### config.mk
export PLATFORM = sky130hd
export DESIGN_NAME = alu_arbiter
export DESIGN_NICKNAME = d
export VERILOG_FILES = /design/src/rtl/alu_arbiter.sv
export SDC_FILE = /design/constraint.sdc
export NUM_CORES = 1
export LEC_CHECK = 0
export CAP_MARGIN = 20
export CORE_AREA = 2 2 123 125
export DETAILED_ROUTE_END_ITERATION = 10
export DIE_AREA = 0 0 125 127
export DONT_BUFFER_PORTS = 1
export SLEW_MARGIN = 20
export SYNTH_ARGS = -nofsm -noshare
export SYNTH_HDL_FRONTEND = slang
export SYNTH_SLANG_ARGS = --single-unit
### constraint.sdc
create_clock -name clk -period 2.19 [get_ports clk]
set_input_delay 0.219 -clock clk [delete_from_list [all_inputs] [get_ports clk]]
set_output_delay 0.219 -clock clk [all_outputs]
set_load 0.02 [all_outputs]
### src/rtl/alu_arbiter.sv
// alu_arbiter: lets two requesters share one combinational ALU.
// Each operation is accepted over a valid/ready handshake, held on the ALU
// for ALU_LAT cycles, and its result is returned to the requester that
// issued it over a valid/ready response channel.
// Build option: define ALU_ARB_FIXED_PRIO_EN for fixed priority (req0 wins
// every tie). Without it, ties are resolved round-robin.
module alu_arbiter #(
  parameter int WIDTH    = 32,
  parameter int OP_WIDTH = 5,
  parameter int ALU_LAT  = 1
) (
  input  logic                clk,
  input  logic                rst,
  input  logic                req0_valid,
  output logic                req0_ready,
  input  logic [OP_WIDTH-1:0] req0_op,
  input  logic [WIDTH-1:0]    req0_a,
  input  logic [WIDTH-1:0]    req0_b,
  input  logic                req1_valid,
  output logic                req1_ready,
  input  logic [OP_WIDTH-1:0] req1_op,
  input  logic [WIDTH-1:0]    req1_a,
  input  logic [WIDTH-1:0]    req1_b,
  output logic                rsp0_valid,
  input  logic                rsp0_ready,
  output logic [WIDTH-1:0]    rsp0_data,
  output logic                rsp1_valid,
  input  logic                rsp1_ready,
  output logic [WIDTH-1:0]    rsp1_data,
  output logic [OP_WIDTH-1:0] alu_op,
  output logic [WIDTH-1:0]    alu_a,
  output logic [WIDTH-1:0]    alu_b,
  input  logic [WIDTH-1:0]    alu_out,
  output logic                busy
);

  // ALU_LAT is at most 15, so the counter never has to hold more than 14.
  localparam int              CNT_W    = 4;
  localparam logic [CNT_W-1:0] CNT_LOAD = CNT_W'(ALU_LAT - 1);

  typedef enum logic [1:0] {
    IDLE = 2'd0,
    EXEC = 2'd1,
    RESP = 2'd2
  } state_t;

  state_t           state;
  state_t           state_nxt;
  logic             grant;       // requester that would win this cycle
  logic             last_grant;  // requester that won the previous arbitration
  logic             owner;       // requester whose operation is in flight
  logic             accept;      // handshake completes on the coming edge
  logic             owner_ready; // owner takes its result on the coming edge
  logic [CNT_W-1:0] cnt;

  // Pick the winner: a lone requester always wins; on a tie the policy decides.
  always_comb begin
    grant = 1'b0;
    if (req0_valid && req1_valid) begin
`ifdef ALU_ARB_FIXED_PRIO_EN
      grant = 1'b0;
`else
      grant = ~last_grant;
`endif
    end else if (req1_valid) begin
      grant = 1'b1;
    end
  end

  // Next-state logic and handshake/status outputs for the sequencing FSM.
  always_comb begin
    state_nxt   = state;
    req0_ready  = 1'b0;
    req1_ready  = 1'b0;
    rsp0_valid  = 1'b0;
    rsp1_valid  = 1'b0;
    busy        = (state != IDLE);
    accept      = 1'b0;
    owner_ready = owner ? rsp1_ready : rsp0_ready;
    unique case (state)
      IDLE: begin
        req0_ready = req0_valid && !grant;
        req1_ready = req1_valid && grant;
        accept     = req0_ready || req1_ready;
        if (accept) begin
          state_nxt = EXEC;
        end
      end
      EXEC: begin
        if (cnt == '0) begin
          state_nxt = RESP;
        end
      end
      RESP: begin
        rsp0_valid = !owner;
        rsp1_valid = owner;
        if (owner_ready) begin
          state_nxt = IDLE;
        end
      end
      default: begin
        state_nxt = IDLE;
      end
    endcase
  end

  // FSM state register.
  always_ff @(posedge clk) begin
    if (rst) begin
      state <= IDLE;
    end else begin
      state <= state_nxt;
    end
  end

  // Operand capture, arbitration history and the ALU latency counter.
  always_ff @(posedge clk) begin
    if (rst) begin
      alu_op     <= '0;
      alu_a      <= '0;
      alu_b      <= '0;
      owner      <= 1'b0;
      last_grant <= 1'b1;
      cnt        <= '0;
    end else if (accept) begin
      alu_op     <= grant ? req1_op : req0_op;
      alu_a      <= grant ? req1_a  : req0_a;
      alu_b      <= grant ? req1_b  : req0_b;
      owner      <= grant;
      last_grant <= grant;
      cnt        <= CNT_LOAD;
    end else if ((state == EXEC) && (cnt != '0)) begin
      cnt <= cnt - 1'b1;
    end
  end

  // Sample the ALU result into the owner's response register at the end of EXEC.
  always_ff @(posedge clk) begin
    if (rst) begin
      rsp0_data <= '0;
      rsp1_data <= '0;
    end else if ((state == EXEC) && (cnt == '0)) begin
      if (owner) begin
        rsp1_data <= alu_out;
      end else begin
        rsp0_data <= alu_out;
      end
    end
  end

endmodule

==> impl_metrics.env <==
export IMPL_min_from="req0_a[3]"
export IMPL_layout_drive_gt1_share_pct=6.62
export IMPL_hold_depth=2
export IMPL_dp_slack_ns=0.397
export IMPL_start_util_pct=40.9
export IMPL_num_rows=44
export IMPL_hp_class="in2reg"
export IMPL_fin_crit_sh_pct=97.4
export IMPL_wl_um=19200
export IMPL_drt_wirelength_per_cell_um=19.0
export IMPL_synth_seq_cells=141
export IMPL_tritoncts="done"
export IMPL_synthFlopType="dfxtp_1"
export IMPL_fmax_mhz=469
export IMPL_netlist_top_cells_area="dfxtp_1, nand2_1, mux2i_1"
export IMPL_grt_start_max_net_pins=76
export IMPL_grt_met1_usage_pct=25.5
export IMPL_vias_per_cell=5.59
export IMPL_worst_slew_pin_slew_ns=0.769
export IMPL_hpwlAfterDp_um=11800
export IMPL_setup_tns_ns=0
export IMPL_antenna_left=0
export IMPL_syn2layout_area_growth_pct=40.0
export IMPL_yosysUniqueCellTypes=36
export IMPL_ys_seq_area_share_pct=47.9
export IMPL_vias=5670
export IMPL_grtUsageMet2_pct=40.6
export IMPL_drt_iter0_drc=274
export IMPL_p_leak_nw=3.45
export IMPL_arrival_ns=2.49
export IMPL_synth_common_cells="nand2_1, dfxtp_1, a21oi_1"
export IMPL_crit_path_end_kind="register"
export IMPL_ioPinCount=314
export IMPL_die_area_um2=15900
export IMPL_min_to="alu_a[3]$_SDFFE_PP0P_"
export IMPL_run_status="complete, no violations"
export IMPL_cts_buffer_depth=2
export IMPL_r2r_slack_ns=0.06
export IMPL_synth_most_common_cell="nand2_1"
export IMPL_nets=995
export IMPL_yosys_warnings=0
export IMPL_synth_nets=862
export IMPL_die_x_um=125
export IMPL_fin_cells=1015
export IMPL_cts_htree_levels=4
export IMPL_placeableCoreArea_um2=14400
export IMPL_timing_max_slew_rel_slack_pct=48.6
export IMPL_async_reset_ff_share_pct=0
export IMPL_worstPathRequired_ns=2.55
export IMPL_grt_pass1_wl_um=30000
export IMPL_cts_sinks=141
export IMPL_critPathMaxFanout=67
export IMPL_r2r_cells=5
export IMPL_drc=0
export IMPL_drv_slew=0
export IMPL_skew_ns=0.00958
export IMPL_report_final_hold_viol_count=0
export IMPL_gp_congestion=0.840
export IMPL_drv_cap=0
export IMPL_clock_latency_ns=0.42
export IMPL_setup_viol=0
export IMPL_synth_top_cell_area_share_pct=47.9
export IMPL_syn_area_per_cell_um2=8.61
export IMPL_period_needed_ns=2.13
export IMPL_antenna_found_initial=0
export IMPL_peakVddDrop_uv=576
export IMPL_grtUsageMet3_pct=8.33
export IMPL_grt_busiest_layer="met2"
export IMPL_antennaDiodeCount=0
export IMPL_path_class="reg2reg"
export IMPL_fin_ws_ns=0.0573
export IMPL_grt_total_usage_pct=23.3
export IMPL_synthesis_instances=685
export IMPL_synth_edff_count=0
export IMPL_clockRootBuffer="clkbuf_16"
export IMPL_power_total_mw=7.36
export IMPL_firstDrtPassIters=4
export IMPL_r2r_start="state[0]$_SDFFE_PP0P_"
export IMPL_worstReg2RegEnd="alu_b[10]$_SDFFE_PP0P_"
export IMPL_p_per_area_nw_per_um2=891
export IMPL_synth_top_area_cell="dfxtp_1"
export IMPL_grt_pass1_vias=5823
export IMPL_die_height_um=127
export IMPL_rsz0062_at_grt="false"
export IMPL_numCtsBuffers=17
export IMPL_syn_cell_area_um2=5900
export IMPL_start_kind="register"
export IMPL_numPortBuffers=0
export IMPL_cts_clk_slew_worst_paths_ns=0.07
export IMPL_place_inst=818
export IMPL_overflow=0
export IMPL_postCtsSetupRepairBufs=0
layout make-up:
type                            instances  area [µm²]
Clock buffer                           19         443
Clock inverter                         13         139
Fill cell                            1206        6170
Inverter                                5        18.8
Multi-Input combinational cell        476        2770
Sequential cell                       141        2820
Tap cell                              184         230
Timing Repair Buffer                  177        1830
where the power goes:
| group | internal (mW) | total [mW] | switching [mW] |
|---|---|---|---|
| logic | 0.619 | 1.22 | 0.605 |
| registers | 2.81 | 3.29 | 0.482 |
| clock network | 1.71 | 2.84 | 1.13 |
| total | 5.13 | 7.36 | 2.22 |
registers in the layout (all words and copies together) (netlist names):
signal	flops
alu_a	32
alu_b	32
alu_op	5
cnt	4
last_grant	1
owner	1
rsp0_data	32
rsp1_data	32
state	2
placed cells by master (no fill, tap or decap), drive strengths merged, types with 3 or more instances in the layout:
cell / count
clkinvlp: 5
dlygate4sd3: 164
a311oi: 69
inv: 8
o21ai: 3
nor2: 5
buf: 13
a21oi: 71
clkinv: 3
dfxtp: 141
nand2: 237
a211oi: 3
clkbuf: 19
mux2i: 65
what timing repair did:
| item | in CTS | in global routing |
|---|---|---|
| hold buffers | 165 | 0 |
| endpoints found under the hold margin | 132 | 0 |
| resized for setup | 0 | 3 |
| setup endpoints to repair | 0 | 30 |
cell families (layout without fill, tap and decap cells):
group | count (synthesis) | after routing | synth area share, %
adders and majority gates | 1 | 1 | 0.212
and+or+nand+nor | 258 | 258 | 17.6
AOI/OAI and AO/OA | 152 | 152 | 17.8
DFF | 141 | 141 | 47.9
buffers and inverters | 68 | 214 | 5.47
muxes | 65 | 65 | 11.0
critical path, cell delays in order (launching register included):
cell and delay [ns]:
dfxtp_1 0.47, nor2_4 0.06, and2_2 0.26, buf_12 0.21, a311oi_1 0.38, dlygate4sd3_1 0.63
routing by layer:
metal,share of wire (%),up-vias
met3,9.0,40
met1,38,2685
met4,2.8,0
met5,0,-
li1,-,2663
met2,50,282
metrics by stage:
stage | hold slack [ns] | utilization (%) | area, µm²
3_5_place_dp | 0.301 | 41.6 | 6000
6_report | 0.0119 | 57.2 | 8260
2_1_floorplan | 0.379 | - | 5900
4_1_cts | 0.000952 | 57.2 | 8250
3_3_place_gp | 0.300 | 41.6 | 6000
5_1_grt | 0.00544 | 57.2 | 8260
how the worst max path moves through the flow:
stage / endpoint / slack [ns] / cells past startpoint / from
global route: alu_b[10]$_SDFFE_PP0P_ / 0.01 / 5 / state[0]$_SDFFE_PP0P_
floorplan: rsp0_data[10]$_SDFFE_PP0P_ / 0.50 / 6 / cnt[0]$_SDFFE_PP0P_
CTS: alu_a[14]$_SDFFE_PP0P_ / 0.13 / 5 / state[1]$_SDFFE_PP0P_
global placement: rsp0_data[8]$_SDFFE_PP0P_ / 0.52 / 6 / cnt[0]$_SDFFE_PP0P_
finish: alu_b[10]$_SDFFE_PP0P_ / 0.06 / 5 / state[0]$_SDFFE_PP0P_
detailed placement: rsp0_data[18]$_SDFFE_PP0P_ / 0.40 / 6 / cnt[0]$_SDFFE_PP0P_
No activity file was read; power rests on OpenSTA's default activity.
